`config.mk`:
```
export PLATFORM = sky130hd
export DESIGN_NAME = matmul_sequencer
export DESIGN_NICKNAME = d
export VERILOG_FILES = /design/src/rtl/tpu_pkg.sv /design/src/rtl/skew_gen.sv /design/src/rtl/matmul_sequencer.sv
export SDC_FILE = /design/constraint.sdc
export NUM_CORES = 1
export LEC_CHECK = 0
export BUFFER_PORTS_ARGS = -buffer_cell sky130_fd_sc_hd__buf_2
export CAP_MARGIN = 0
export CORE_ASPECT_RATIO = 1.5
export CORE_UTILIZATION = 53
export DETAILED_ROUTE_END_ITERATION = 10
export GPL_TIMING_DRIVEN = 0
export PLACE_DENSITY = 0.86
export SYNTH_ARGS = -nofsm -noshare
export SYNTH_HDL_FRONTEND = slang
export SYNTH_SLANG_ARGS = --single-unit
```
`constraint.sdc`:
```
create_clock -name clk -period 4 [get_ports clk]
set_clock_uncertainty 0.15 [all_clocks]
set_input_delay 0 -clock clk [delete_from_list [all_inputs] [get_ports clk]]
set_output_delay 0 -clock clk [all_outputs]
set_load 0.03 [all_outputs]
```
`src/rtl/tpu_pkg.sv`:
```
// Shared types and constants for the TPU control slice: sequencer state
// encoding, array geometry and the per-lane element index type.
package tpu_pkg;

  localparam int ARRAY_DIM   = 4;
  localparam int ELEM_W      = 2;
  localparam int FEED_LEN    = 2 * ARRAY_DIM - 1;
  localparam int NUM_RESULTS = ARRAY_DIM * ARRAY_DIM;
  localparam int RES_W       = $clog2(NUM_RESULTS);
  localparam int T_W         = 4;

  typedef logic [ELEM_W-1:0] elem_idx_t;
  typedef logic [T_W-1:0]    t_cnt_t;
  typedef logic [RES_W-1:0]  res_idx_t;

  typedef enum logic [2:0] {
    ST_IDLE,
    ST_FEED,
    ST_DRAIN,
    ST_READOUT,
    ST_DONE
  } state_t;

endpackage

```
`src/rtl/skew_gen.sv`:
```
// Skewed read pattern for one memory: lane r is enabled for DIM cycles
// starting at t=r and reads element t-r. Purely combinational.
module skew_gen
  import tpu_pkg::*;
#(
  parameter int DIM   = 4,
  parameter int IDX_W = 2
) (
  input  t_cnt_t                 t,
  input  logic                   active,
  output logic [DIM-1:0]         enable,
  output logic [DIM*IDX_W-1:0]   elem
);

  // Per-lane window test and index; disabled lanes present index 0.
  always_comb begin
    enable = '0;
    elem   = '0;
    for (int r = 0; r < DIM; r++) begin
      int diff;
      diff = int'(t) - r;
      if (active && diff >= 0 && diff <= DIM - 1) begin
        enable[r]                 = 1'b1;
        elem[r*IDX_W +: IDX_W]    = diff[IDX_W-1:0];
      end
    end
  end

endmodule

```
`src/rtl/matmul_sequencer.sv`:
```
// Sequencer for one 4x4 systolic matrix multiply: skewed operand feed,
// drain, then a valid/ready walk over the 16 results.
// Optional build macro MATMUL_SEQ_PERF_EN adds a 16-bit busy-cycle counter
// on port perf_cycles.
//
// state      | meaning
// -----------+-------------------------------------------------------
// ST_IDLE    | waiting for start, all outputs low
// ST_FEED    | 7 cycles of skewed reads from A and B, array_we high
// ST_DRAIN   | DRAIN_LEN cycles letting partial sums settle, array_we high
// ST_READOUT | present results row-major under valid/ready
// ST_DONE    | one-cycle done pulse, then back to idle
module matmul_sequencer
  import tpu_pkg::*;
#(
  parameter int DIM       = 4,
  parameter int IDX_W     = 2,
  parameter int DRAIN_LEN = 4
) (
  input  logic                 clk,
  input  logic                 rst,
  input  logic                 start,
  input  logic                 abort,
  output logic [DIM-1:0]       mema_read_enable,
  output logic [DIM*IDX_W-1:0] mema_read_elem,
  output logic [DIM-1:0]       memb_read_enable,
  output logic [DIM*IDX_W-1:0] memb_read_elem,
  output logic                 array_we,
  output logic [1:0]           result_row,
  output logic [1:0]           result_col,
  output logic                 result_valid,
  input  logic                 result_ready,
  output logic                 busy,
  output logic                 done
`ifdef MATMUL_SEQ_PERF_EN
  ,output logic [15:0]         perf_cycles
`endif
);

  state_t   state_q, state_d;
  t_cnt_t   t_q, t_d;
  res_idx_t idx_q, idx_d;
  logic     feed_active;

  // State, cycle counter and result index registers.
  always_ff @(posedge clk or posedge rst) begin
    if (rst) begin
      state_q <= ST_IDLE;
      t_q     <= '0;
      idx_q   <= '0;
    end else begin
      state_q <= state_d;
      t_q     <= t_d;
      idx_q   <= idx_d;
    end
  end

  // Next-state logic; abort wins over every transition.
  always_comb begin
    state_d = state_q;
    t_d     = t_q;
    idx_d   = idx_q;
    if (abort) begin
      state_d = ST_IDLE;
      t_d     = '0;
      idx_d   = '0;
    end else begin
      case (state_q)
        ST_IDLE: begin
          if (start) begin
            state_d = ST_FEED;
            t_d     = '0;
          end
        end
        ST_FEED: begin
          if (t_q == t_cnt_t'(FEED_LEN - 1)) begin
            state_d = ST_DRAIN;
            t_d     = '0;
          end else begin
            t_d = t_q + t_cnt_t'(1);
          end
        end
        ST_DRAIN: begin
          if (t_q == t_cnt_t'(DRAIN_LEN - 1)) begin
            state_d = ST_READOUT;
            t_d     = '0;
          end else begin
            t_d = t_q + t_cnt_t'(1);
          end
        end
        ST_READOUT: begin
          if (result_ready) begin
            if (idx_q == res_idx_t'(NUM_RESULTS - 1)) begin
              state_d = ST_DONE;
              idx_d   = '0;
            end else begin
              idx_d = idx_q + res_idx_t'(1);
            end
          end
        end
        ST_DONE: begin
          state_d = ST_IDLE;
        end
        default: begin
          state_d = ST_IDLE;
          t_d     = '0;
          idx_d   = '0;
        end
      endcase
    end
  end

  // Moore outputs decoded from state only; the index register is zero
  // outside READOUT so row/col need no extra gating.
  always_comb begin
    feed_active  = (state_q == ST_FEED);
    array_we     = (state_q == ST_FEED) || (state_q == ST_DRAIN);
    result_valid = (state_q == ST_READOUT);
    busy         = (state_q != ST_IDLE);
    done         = (state_q == ST_DONE);
    result_row   = idx_q[3:2];
    result_col   = idx_q[1:0];
  end

  // A and B share the same skew; two instances keep the ports independent.
  skew_gen #(.DIM(DIM), .IDX_W(IDX_W)) u_skew_a (
    .t      (t_q),
    .active (feed_active),
    .enable (mema_read_enable),
    .elem   (mema_read_elem)
  );

  skew_gen #(.DIM(DIM), .IDX_W(IDX_W)) u_skew_b (
    .t      (t_q),
    .active (feed_active),
    .enable (memb_read_enable),
    .elem   (memb_read_elem)
  );

`ifdef MATMUL_SEQ_PERF_EN
  logic [15:0] perf_q;

  // Busy-cycle counter: cleared on an accepted start, saturating, held in idle.
  always_ff @(posedge clk or posedge rst) begin
    if (rst) begin
      perf_q <= '0;
    end else if (state_q == ST_IDLE && start && !abort) begin
      perf_q <= '0;
    end else if (state_q != ST_IDLE && perf_q != 16'hFFFF) begin
      perf_q <= perf_q + 16'd1;
    end
  end

  assign perf_cycles = perf_q;
`endif

endmodule

```
Word-level counts from Yosys, hierarchy flattened

Index checks and enable logic that the tools add are counted.
W data, S select, Z words.

Add/sub/neg operators: 5
$mul: 0
Divide/modulo/power cells: 0
$lt $le $gt $ge: 8
Equal/unequal tests: 14
Shift operators: 0
Mux-type cells: 24
Bitwise logic cells: 0
Reductions and logical operators: 16

Operators by type and width:

| kind                  | number |
|---|---|
| $ge A32 B1 Y1 const B | 3 |
| $le A32 B3 Y1 const B | 3 |
| $mux W4               | 7 |
| $mux W3               | 6 |
| $pmux W4 S4           | 1 |
| $pmux W3 S4           | 1 |
| $sub A4 B2 Y5 const B | 2 |
| $ne A3 B3 Y1 const B  | 3 |
| $add A4 B1 Y4 const B | 2 |
| $logic_and A1 B1 Y1   | 8 |
| $mux W2               | 4 |
| $pmux W4 S2           | 1 |
| $eq A3 B2 Y1 const B  | 2 |
| $ne A3 B2 Y1 const B  | 2 |
| $reduce_and A5 Y1     | 1 |
| $sub A4 B1 Y5 const B | 1 |
| $eq A4 B2 Y1 const B  | 1 |
| $eq A4 B3 Y1 const B  | 1 |
| $eq A4 B4 Y1 const B  | 1 |
| $ge A4 B1 Y1 const B  | 1 |
| $le A4 B2 Y1 const B  | 1 |
| $mux W1               | 4 |
| $ne A2 B1 Y1 const B  | 2 |
| $reduce_and A2 Y1     | 2 |
| other kinds (7)       | 7 |

Register bits after elaboration: 11
Bits in latches: 0
Memory bits (writable): 0
Bits in read-only memories: 0
Input bits: 5
Output and inout bits: 32
Logic and storage cells: 70
Memories kept: 0

Logic depth before layout (Yosys ltp)

Gate-level depths: netlist of the first run.

Depth in word-level cells: 5
Gate-level depth with buffers: 8
Gate-level depth less buffers: 6

Cells and area by module

From an unflattened synthesis of the first run, not the netlist that was laid out.

Cell total of the unflattened synthesis: 168
Area, all modules: 1445.1 µm²

Modules (own cells, without submodules):

| module              | times used | cells each | area an instance (µm²) | sequential area each (µm²) |
|---|---|---|---|---|
| matmul_sequencer    | 1          | 75         | 714.4                  | 275.3 |
| skew_gen (u_skew_b) | 1          | 48         | 379.1                  | 0.0 |
| skew_gen (u_skew_a) | 1          | 45         | 351.6                  | 0.0 |

Worst setup path before layout of the first run

No wires, ideal clock.

Kind: register -> output
From: register t_q[2]
To: output port memb_read_elem[1]
Data arrival time: 2.463 ns
Required time: 3.850 ns
Setup slack: 1.387 ns
Cell stages (with the launch flop): 8
Buffers on the path: 2
Cell sequence: dfrtp_1 > buf_1 > inv_1 > ha_1 > nand2_1 > o21ai_0 > nor4_1 > buf_4

Longest elaborated chain between the ends: 4
Elaborated cells between the ends (all ways): 5
Classes of those cells: order compare (2); mux (1); reduce/logical (2)

RTL lines:

| what                    | line                   | source |
|---|---|---|
| from (decl)             | matmul_sequencer.sv:41 | `t_cnt_t t_q, t_d;` |
| from (signal assigned)  | matmul_sequencer.sv:53 | `t_q <= t_d;` |
| $ge A4 B1 Y1            | --                     |  |
| $logic_and A1 B1 Y1     | --                     |  |
| $logic_and A1 B1 Y1 (*) | --                     |  |
| $mux W2 (*)             | --                     |  |
| to (decl)               | matmul_sequencer.sv:27 | `output logic [DIM*IDX_W-1:0] memb_read_elem,` |

Mark *: on every way between the ends. The rest lies on a longest branch, timed or not.

Worst setup path in the final report of the first run

From: register t_q[2]
To: output port memb_read_elem[0]

Longest elaborated chain between the ends: 4
Elaborated cells between the ends (all ways): 5
Classes of those cells: order compare (2); mux (1); reduce/logical (2)

RTL lines:

| what                    | line           | source |
|---|---|---|
| $ge A4 B1 Y1            | skew_gen.sv:22 | `if (active && diff >= 0 && diff <= DIM - 1) begin` |
| $logic_and A1 B1 Y1     | skew_gen.sv:22 |  |
| $logic_and A1 B1 Y1 (*) | skew_gen.sv:22 |  |
| $mux W2 (*)             | skew_gen.sv:22 |  |

Marked as above.

==> impl_metrics.csv, run 1 <==
group,metric,value,unit
clock_tree,postCtsHoldBufs,3,
critical_path,crit_path_max_incr_delay,0.41,ns
critical_path,crit_fanout,10,
yosys,synth_ff_type,"dfrtp_1",
placement,dp_hpwl,2.00,mm
yosys,synth_top_area_cell,"dfrtp_1",
global_route,grt_max_degree,12,
clock_tree,cts.sinks,11,
sta,setup_viol,0,
sta,worstMarginPinSlew,0.452,ns
hold_path,hp-class,"input pin to flip-flop",
yosys,synth_area_leaders,"dfrtp_1 (26%), ha_1 (11%), buf_4 (9.2%)",
finish,drive_gt1_share,34.7,%
yosys,syn_nets,144,
critical_path,worstSetupStartpoint,"t_q[2]",
yosys,synth.area.mux_share,0.945,%
finish,layout.nets,188,
route,drt_pre_antenna_iters,4,
yosys,syn_inst,130,
critical_path,reg2reg_from,"t_q[0]",
hold_path,hp-start,"start",
critical_path,cp.required,3.85,ns
power,intPower,178,µW
sta,final_max_slew_viol_count,0,
power,netSwitchingFraction,30.8,%
hold_path,hold-path-endpoint,"state_q[0]",
critical_path,cp.arrival,2.35,ns
sta,period_needed,2.50,ns
route,route.vias.total,1095,
critical_path,worst_setup_path_start_kind,"flip-flop",
floorplanning,die_h,56.8,µm
yosys,yosysSeqAreaShare,26.0,%
global_route,grt_overflow,0,
clock_tree,root_buffer,"clkbuf_4",
sta,post-route-period-util,62.4,%
global_route,busiest_layer,"met2",
yosys,synth_fa_ha_area_share,10.6,%
global_route,grt.total_usage,26.4,%
yosys,synth_top_area_share,26.0,%
sta,hold_viol_final,0,
floorplanning,placeableCoreArea,1850,µm²
critical_path,worst_setup_path_end_kind,"primary output",
route,ant_nets,0,
critical_path,critical_path.cell_chain,"buf_1 -> inv_1 -> ha_1 -> nand2_1 -> o21ai_0 -> nor4_1 -> buf_4 -> buf_2",
finish,syn2layout_area_growth,24.8,%
global_route,grt_pass1_vias,986,
clock_tree,tritoncts,"done",
power,seq_power_share,45.5,%
yosys,synth-simple-area-share,29.2,%
yosys,synth_edf_count,0,
power,leakage,0.737,nW
global_route,antenna_found_initial,0,
power,power.switching,79.2,µW
critical_path,path_class,"flip-flop to primary output",
floorplanning,rows,19,
clock_tree,post_cts_resize_count,0,
power,p_comb_share,26.7,%
power,power_density,194,nW/µm²
run,maxCapViolations,0,
clock_tree,htreeDepth,1,
global_route,use_met1,31.4,%
placement,gp_congestion,0.866,
route,wl_per_cell,12.8,µm
route,vias_per_cell,5.64,
critical_path,crit_slowest_cell,"dfrtp_1",
route,drt-initial-drc-count,52,
sta,relSlewSlack,69.8,%
yosys,synth_top_family_by_area,"simple AND/OR/NAND/NOR gates",
sta,timing.hold.ws,0.0671,ns
global_route,grt_util_met2,45.2,%
sta,rsz0062_at_grt,"no",
yosys,synth.avg_cell_area,8.15,µm²
clock_tree,insertion_delay,0.26,ns
finish,finalCoreUtilization,71.3,%
power,ir_drop,233,µV
floorplanning,io_pins,37,
clock_tree,numCtsBuffers,3,
yosys,ys_seq_elements,11,
yosys,synth_compound_area_share,18.4,%
clock_tree,post_cts_buffers,0,
clock_tree,clk_pin_slew,0.06,ns
power,p_total,257,µW
global_route,grt_pass1_wl,4.22,mm
route,drt_wl_total,2.48,mm
hold_path,hold_depth,4,
outcome,outcome,"complete, no violations",
yosys,yosysWarningCount,0,
placement,io_buffers,36,
critical_path,reg2reg_depth,7,
floorplanning,die-area,2190,µm²
yosys,synth-xor-area-share,1.65,%
floorplanning,initial_utilization,57.2,%
finish,num_antenna_cells,0,
sta,fmax,0.400,GHz
yosys,synth.cell_area,1060,µm²
yosys,ys_types,39,
yosys,async_flop_share,100,%
critical_path,r2r-end,"t_q[3]",
power,clkPwrFrac,27.8,%
critical_path,rrSetupSlack,1.71,ns
sta,timing.setup.tns,0,ns
route,drc,0,
global_route,met3_usage,2.37,%
floorplanning,die_x,38.5,µm
clock_tree,max-clock-path-buffers,2,
worst max-delay path: cells and delay by family, from the launching register on:
kind / cells / cell delay (ns)
compound gates: 1 / 0.13
fa+ha+maj: 1 / 0.23
buf+inv: 4 / 0.89
flops: 1 / 0.41
simple gates: 2 / 0.43
through the flow:
step                      instances  instance area [µm²]  worst slack (ns)
after global placement          187                 1270              1.74
final                           194                 1320              1.50
after detailed placement        187                 1270              1.71
after CTS                       194                 1320              1.52
after global routing            194                 1320              1.30
after floorplan                 130                 1060              1.39
state kept, by name (all words and copies together) (netlist names):
name,flops
idx_q,4
t_q,4
state_q,3
cell type report:
class	count	area, µm²
multi-input combinational	95	644
tap	21	26.3
timing repair buffer	39	210
buffer	18	118
sequential	11	275
fill	156	532
clock buffer	4	26.3
inverter	6	22.5
synth_stat cells, types with 2 or more instances:
library cell / number
xnor2_1: 2
o21ai_0: 8
nor3_1: 4
dfrtp_1: 11
and3_1: 2
buf_1: 2
nor4_1: 3
and2_1: 2
nor3b_1: 2
a31oi_1: 4
nor2b_1: 2
buf_4: 13
a21oi_1: 7
ha_1: 9
inv_1: 6
nand2b_1: 4
o31ai_2: 2
clkbuf_1: 2
nor2_1: 11
nand2_1: 11
nand3b_1: 2
a21o_1: 2
nand3_1: 3
cells in the final DEF, fill, tap and decap left out, types with 6 or more instances in the layout:
cell type  Yosys  routed
a21oi_1        7       7
buf_2          1      37
buf_4         13      13
dfrtp_1       11      11
ha_1           9       9
inv_1          6       6
nand2_1       11      11
nor2_1        11      11
o21ai_0        8       8
cells by family after synthesis:
| family | after synthesis |
|---|---|
| simple gates | 55 |
| compound gates | 28 |
| buf+inv | 24 |
| flops | 11 |
| fa+ha+maj | 9 |
| xor+xnor | 2 |
| mux | 1 |
power by group through the flow:
stage          Sequential (mW)  Clock (mW)  Combinational, mW
2_1_floorplan            0.118           0             0.0508
3_3_place_gp             0.118           0             0.0646
3_5_place_dp             0.119           0             0.0664
4_1_cts                  0.117      0.0731             0.0687
5_1_grt                  0.117      0.0802             0.0758
6_report                 0.117      0.0714             0.0685
worst max-delay path by stage:
stage	cells past startpoint	to	slack, ns
6_report	8	memb_read_elem[0]	1.50
5_1_grt	9	memb_read_elem[2]	1.30
4_1_cts	9	memb_read_elem[3]	1.52
3_5_place_dp	7	t_q[3]	1.71
3_3_place_gp	7	t_q[3]	1.74
2_1_floorplan	7	memb_read_elem[1]	1.39
metal layers:
metal  vias up  part of all wire [%]  routed length [µm]
li1        533                     -                   -
met1       516                    39                 969
met2        40                    54                1350
met3         6                   4.2                 103
met4         0                   2.2                  55
met5         -                     0                   0
Power figures use the tool's default switching activity.
==> run 2, diff against run 1 <==
--- a/config.mk
+++ b/config.mk
@@ -8,10 +8,10 @@
 export BUFFER_PORTS_ARGS = -buffer_cell sky130_fd_sc_hd__buf_2
 export CAP_MARGIN = 0
 export CORE_ASPECT_RATIO = 1.5
-export CORE_UTILIZATION = 53
+export CORE_UTILIZATION = 45
 export DETAILED_ROUTE_END_ITERATION = 10
 export GPL_TIMING_DRIVEN = 0
-export PLACE_DENSITY = 0.86
+export PLACE_DENSITY = 0.78
 export SYNTH_ARGS = -nofsm -noshare
 export SYNTH_HDL_FRONTEND = slang
 export SYNTH_SLANG_ARGS = --single-unit
==> constraint.sdc (replaced) <==
create_clock -name clk -period 2.1 [get_ports clk]
set_clock_uncertainty 0.15 [all_clocks]
set_input_delay 0 -clock clk [delete_from_list [all_inputs] [get_ports clk]]
set_output_delay 0 -clock clk [all_outputs]
set_load 0.03 [all_outputs]
==> run 2 against run 1 <==
  * Global-route usage fell by 7.2 points
  * Critical path type unchanged
  * Cell count rose by 5.7%
  * Worst hold slack got worse by 0.031 ns
  * Via count rose by 1.7%
  * Routed wire length rose by 1.9%
  * Critical path depth fell by 1
  * Sequential share of layout area fell by 2.5 points
  * Count of clock-buffer cells in the layout did not move
  * Die area rose by 17%
  * Cell area rose by 15%
==> impl_metrics.csv, run 2 (synthesis results as in run 1) <==
group,metric,value,unit
critical_path,crit_path_frequent_cell,"buf_4",
route,drc,0,
floorplanning,die_h,61.4,µm
finish,multi_input_comb_area,738,µm²
finish,num_antenna_cells,0,
critical_path,path_class,"flip-flop to primary output",
global_route,grt_overflow,0,
critical_path,r2r-end,"t_q[3]",
clock_tree,root_buffer,"clkbuf_4",
critical_path,crit_path_end,"memb_read_elem[5]",
floorplanning,die_x,41.6,µm
critical_path,worst_setup_path_start_kind,"flip-flop",
finish,layout_commonest_cell,"buf_2",
critical_path,crit_fanout,10,
clock_tree,htreeDepth,1,
sta,fmax,0.494,GHz
global_route,grt_pass1_wl,3.86,mm
placement,io_buffers,36,
clock_tree,numCtsBuffers,3,
critical_path,crit_path_max_incr_delay,0.41,ns
global_route,grt.total_usage,19.1,%
clock_tree,tritoncts,"done",
critical_path,worstSetupStartpoint,"state_q[1]",
route,wl_per_cell,12.3,µm
finish,syn2layout_area_growth,43.4,%
sta,worstMarginPinSlew,0.417,ns
placement,dp_hpwl,1.88,mm
critical_path,path_buf_inv,3,
critical_path,cp.arrival,1.88,ns
global_route,antenna_found_initial,0,
floorplanning,die-area,2560,µm²
route,ant_nets,0,
critical_path,crit_slowest_cell,"dfrtp_1",
critical_path,reg2reg_from,"t_q[0]",
global_route,busiest_layer,"met2",
critical_path,worst_setup_path_end_kind,"primary output",
floorplanning,initial_utilization,47.5,%
finish,fillerInstances,171,
clock_tree,cts.sinks,11,
critical_path,cp.required,1.95,ns
hold_path,hp-class,"input pin to flip-flop",
critical_path,crit_family,"simple AND/OR/NAND/NOR gates",
global_route,use_met1,20.8,%
global_route,met3_usage,1.47,%
finish,seqCellArea,278,µm²
route,vias_per_cell,5.43,
critical_path,reg2reg_depth,7,
clock_tree,clk_pin_slew,0.06,ns
global_route,grt_pass1_vias,962,
global_route,grt_max_degree,15,
critical_path,critical_path_depth,7,
sta,rsz0062_at_grt,"yes",
global_route,grt_util_met2,36.2,%
critical_path,critical_path.cell_chain,"buf_4 -> nor3b_4 -> nand2_1 -> a21oi_2 -> and2_2 -> buf_4 -> buf_2",
clock_tree,insertion_delay,0.26,ns
power,leakage,0.813,nW
placement,gp_congestion,0.772,
placement,post-place-cells,189,
finish,finalCoreUtilization,68.1,%
route,drt-initial-drc-count,21,
power,power_density,351,nW/µm²
run,maxCapViolations,0,
sta,relSlewSlack,72.2,%
sta,setup_viol,0,
finish,layout.nets,197,
finish,stdcell_count,205,
sta,final_max_slew_viol_count,0,
floorplanning,io_pins,37,
outcome,outcome,"complete, no violations",
finish,reg_top3,"idx_q x4, t_q x4, state_q x3",
floorplanning,rows,21,
finish,layout_common_cells,"buf_2 (31), buf_4 (28), nand2_1 (11), nor2_1 (9), dfrtp_1 (9)",
sta,period_needed,2.03,ns
finish,drive_gt1_share,50.0,%
sta,hold_viol_final,0,
route,drt_pre_antenna_iters,4,
route,drt_wl_total,2.53,mm
sta,post-route-period-util,96.5,%
power,ir_drop,254,µV
critical_path,rrSetupSlack,0.18,ns
floorplanning,placeableCoreArea,2230,µm²
clock_tree,max-clock-path-buffers,2,
route,route.vias.total,1114,
run 2: metal layers:
metal / wire, µm / vias to the layer above
li1: - / 549
met1: 1020 / 514
met2: 1330 / 41
met3: 92 / 10
met4: 89 / 0
met5: 0 / -
run 2: worst min-delay path by stage:
| stage | start | end | slack [ns] | cells past startpoint |
|---|---|---|---|---|
| floorplan | rst | idx_q[0] | -0.30 | 1 |
| global placement | rst | idx_q[1] | -0.15 | 2 |
| detailed placement | rst | idx_q[3] | -0.14 | 2 |
| CTS | start | state_q[0] | 0.04 | 4 |
| global route | start | state_q[0] | 0.09 | 4 |
| finish | start | state_q[0] | 0.04 | 4 |
run 2: timing repair:
action,in CTS,in global routing
pin swaps,3,4
endpoints found under the hold margin,15,0
buffers inserted,3,7
setup endpoints to repair,25,18
gates cloned,0,0
resized for setup,15,13
hold buffers,3,0
run 2: worst min-delay path: stages:
cell and delay, ns:
buf_2 0.10, nor3_1 0.12, nor2_1 0.05, nor4b_1 0.14
run 2: final cells by class:
| cell class | count | share of cell area (%) |
|---|---|---|
| clock buffers | 4 | 1.73 |
| flip-flops and latches | 11 | 18.3 |
| multi-input cells | 95 | 48.6 |
| inverters | 6 | 1.48 |
| plain buffers | 17 | 8.48 |
| well taps | 23 | 1.89 |
| repair buffers | 49 | 19.6 |
run 2: power by group:
group	switching (mW)	internal, mW	total (mW)
Clock	0.0652	0.0735	0.139
Combinational	0.0983	0.0756	0.174
Sequential	0.00424	0.217	0.221
run 2: stage by stage:
stage	total power [mW]	cell area (µm²)	hold WS, ns	TNS [ns]	worst slack, ns
final	0.534	1520	0.0359	0	0.0737
after global routing	0.568	1520	0.0859	-0.0176	-0.00853
after CTS	0.521	1430	0.0388	0	0.00727
after detailed placement	0.360	1320	-0.140	-1.01	-0.268
after global placement	0.357	1320	-0.147	-0.760	-0.214
after floorplan	0.329	1110	-0.298	-0.0757	-0.0342
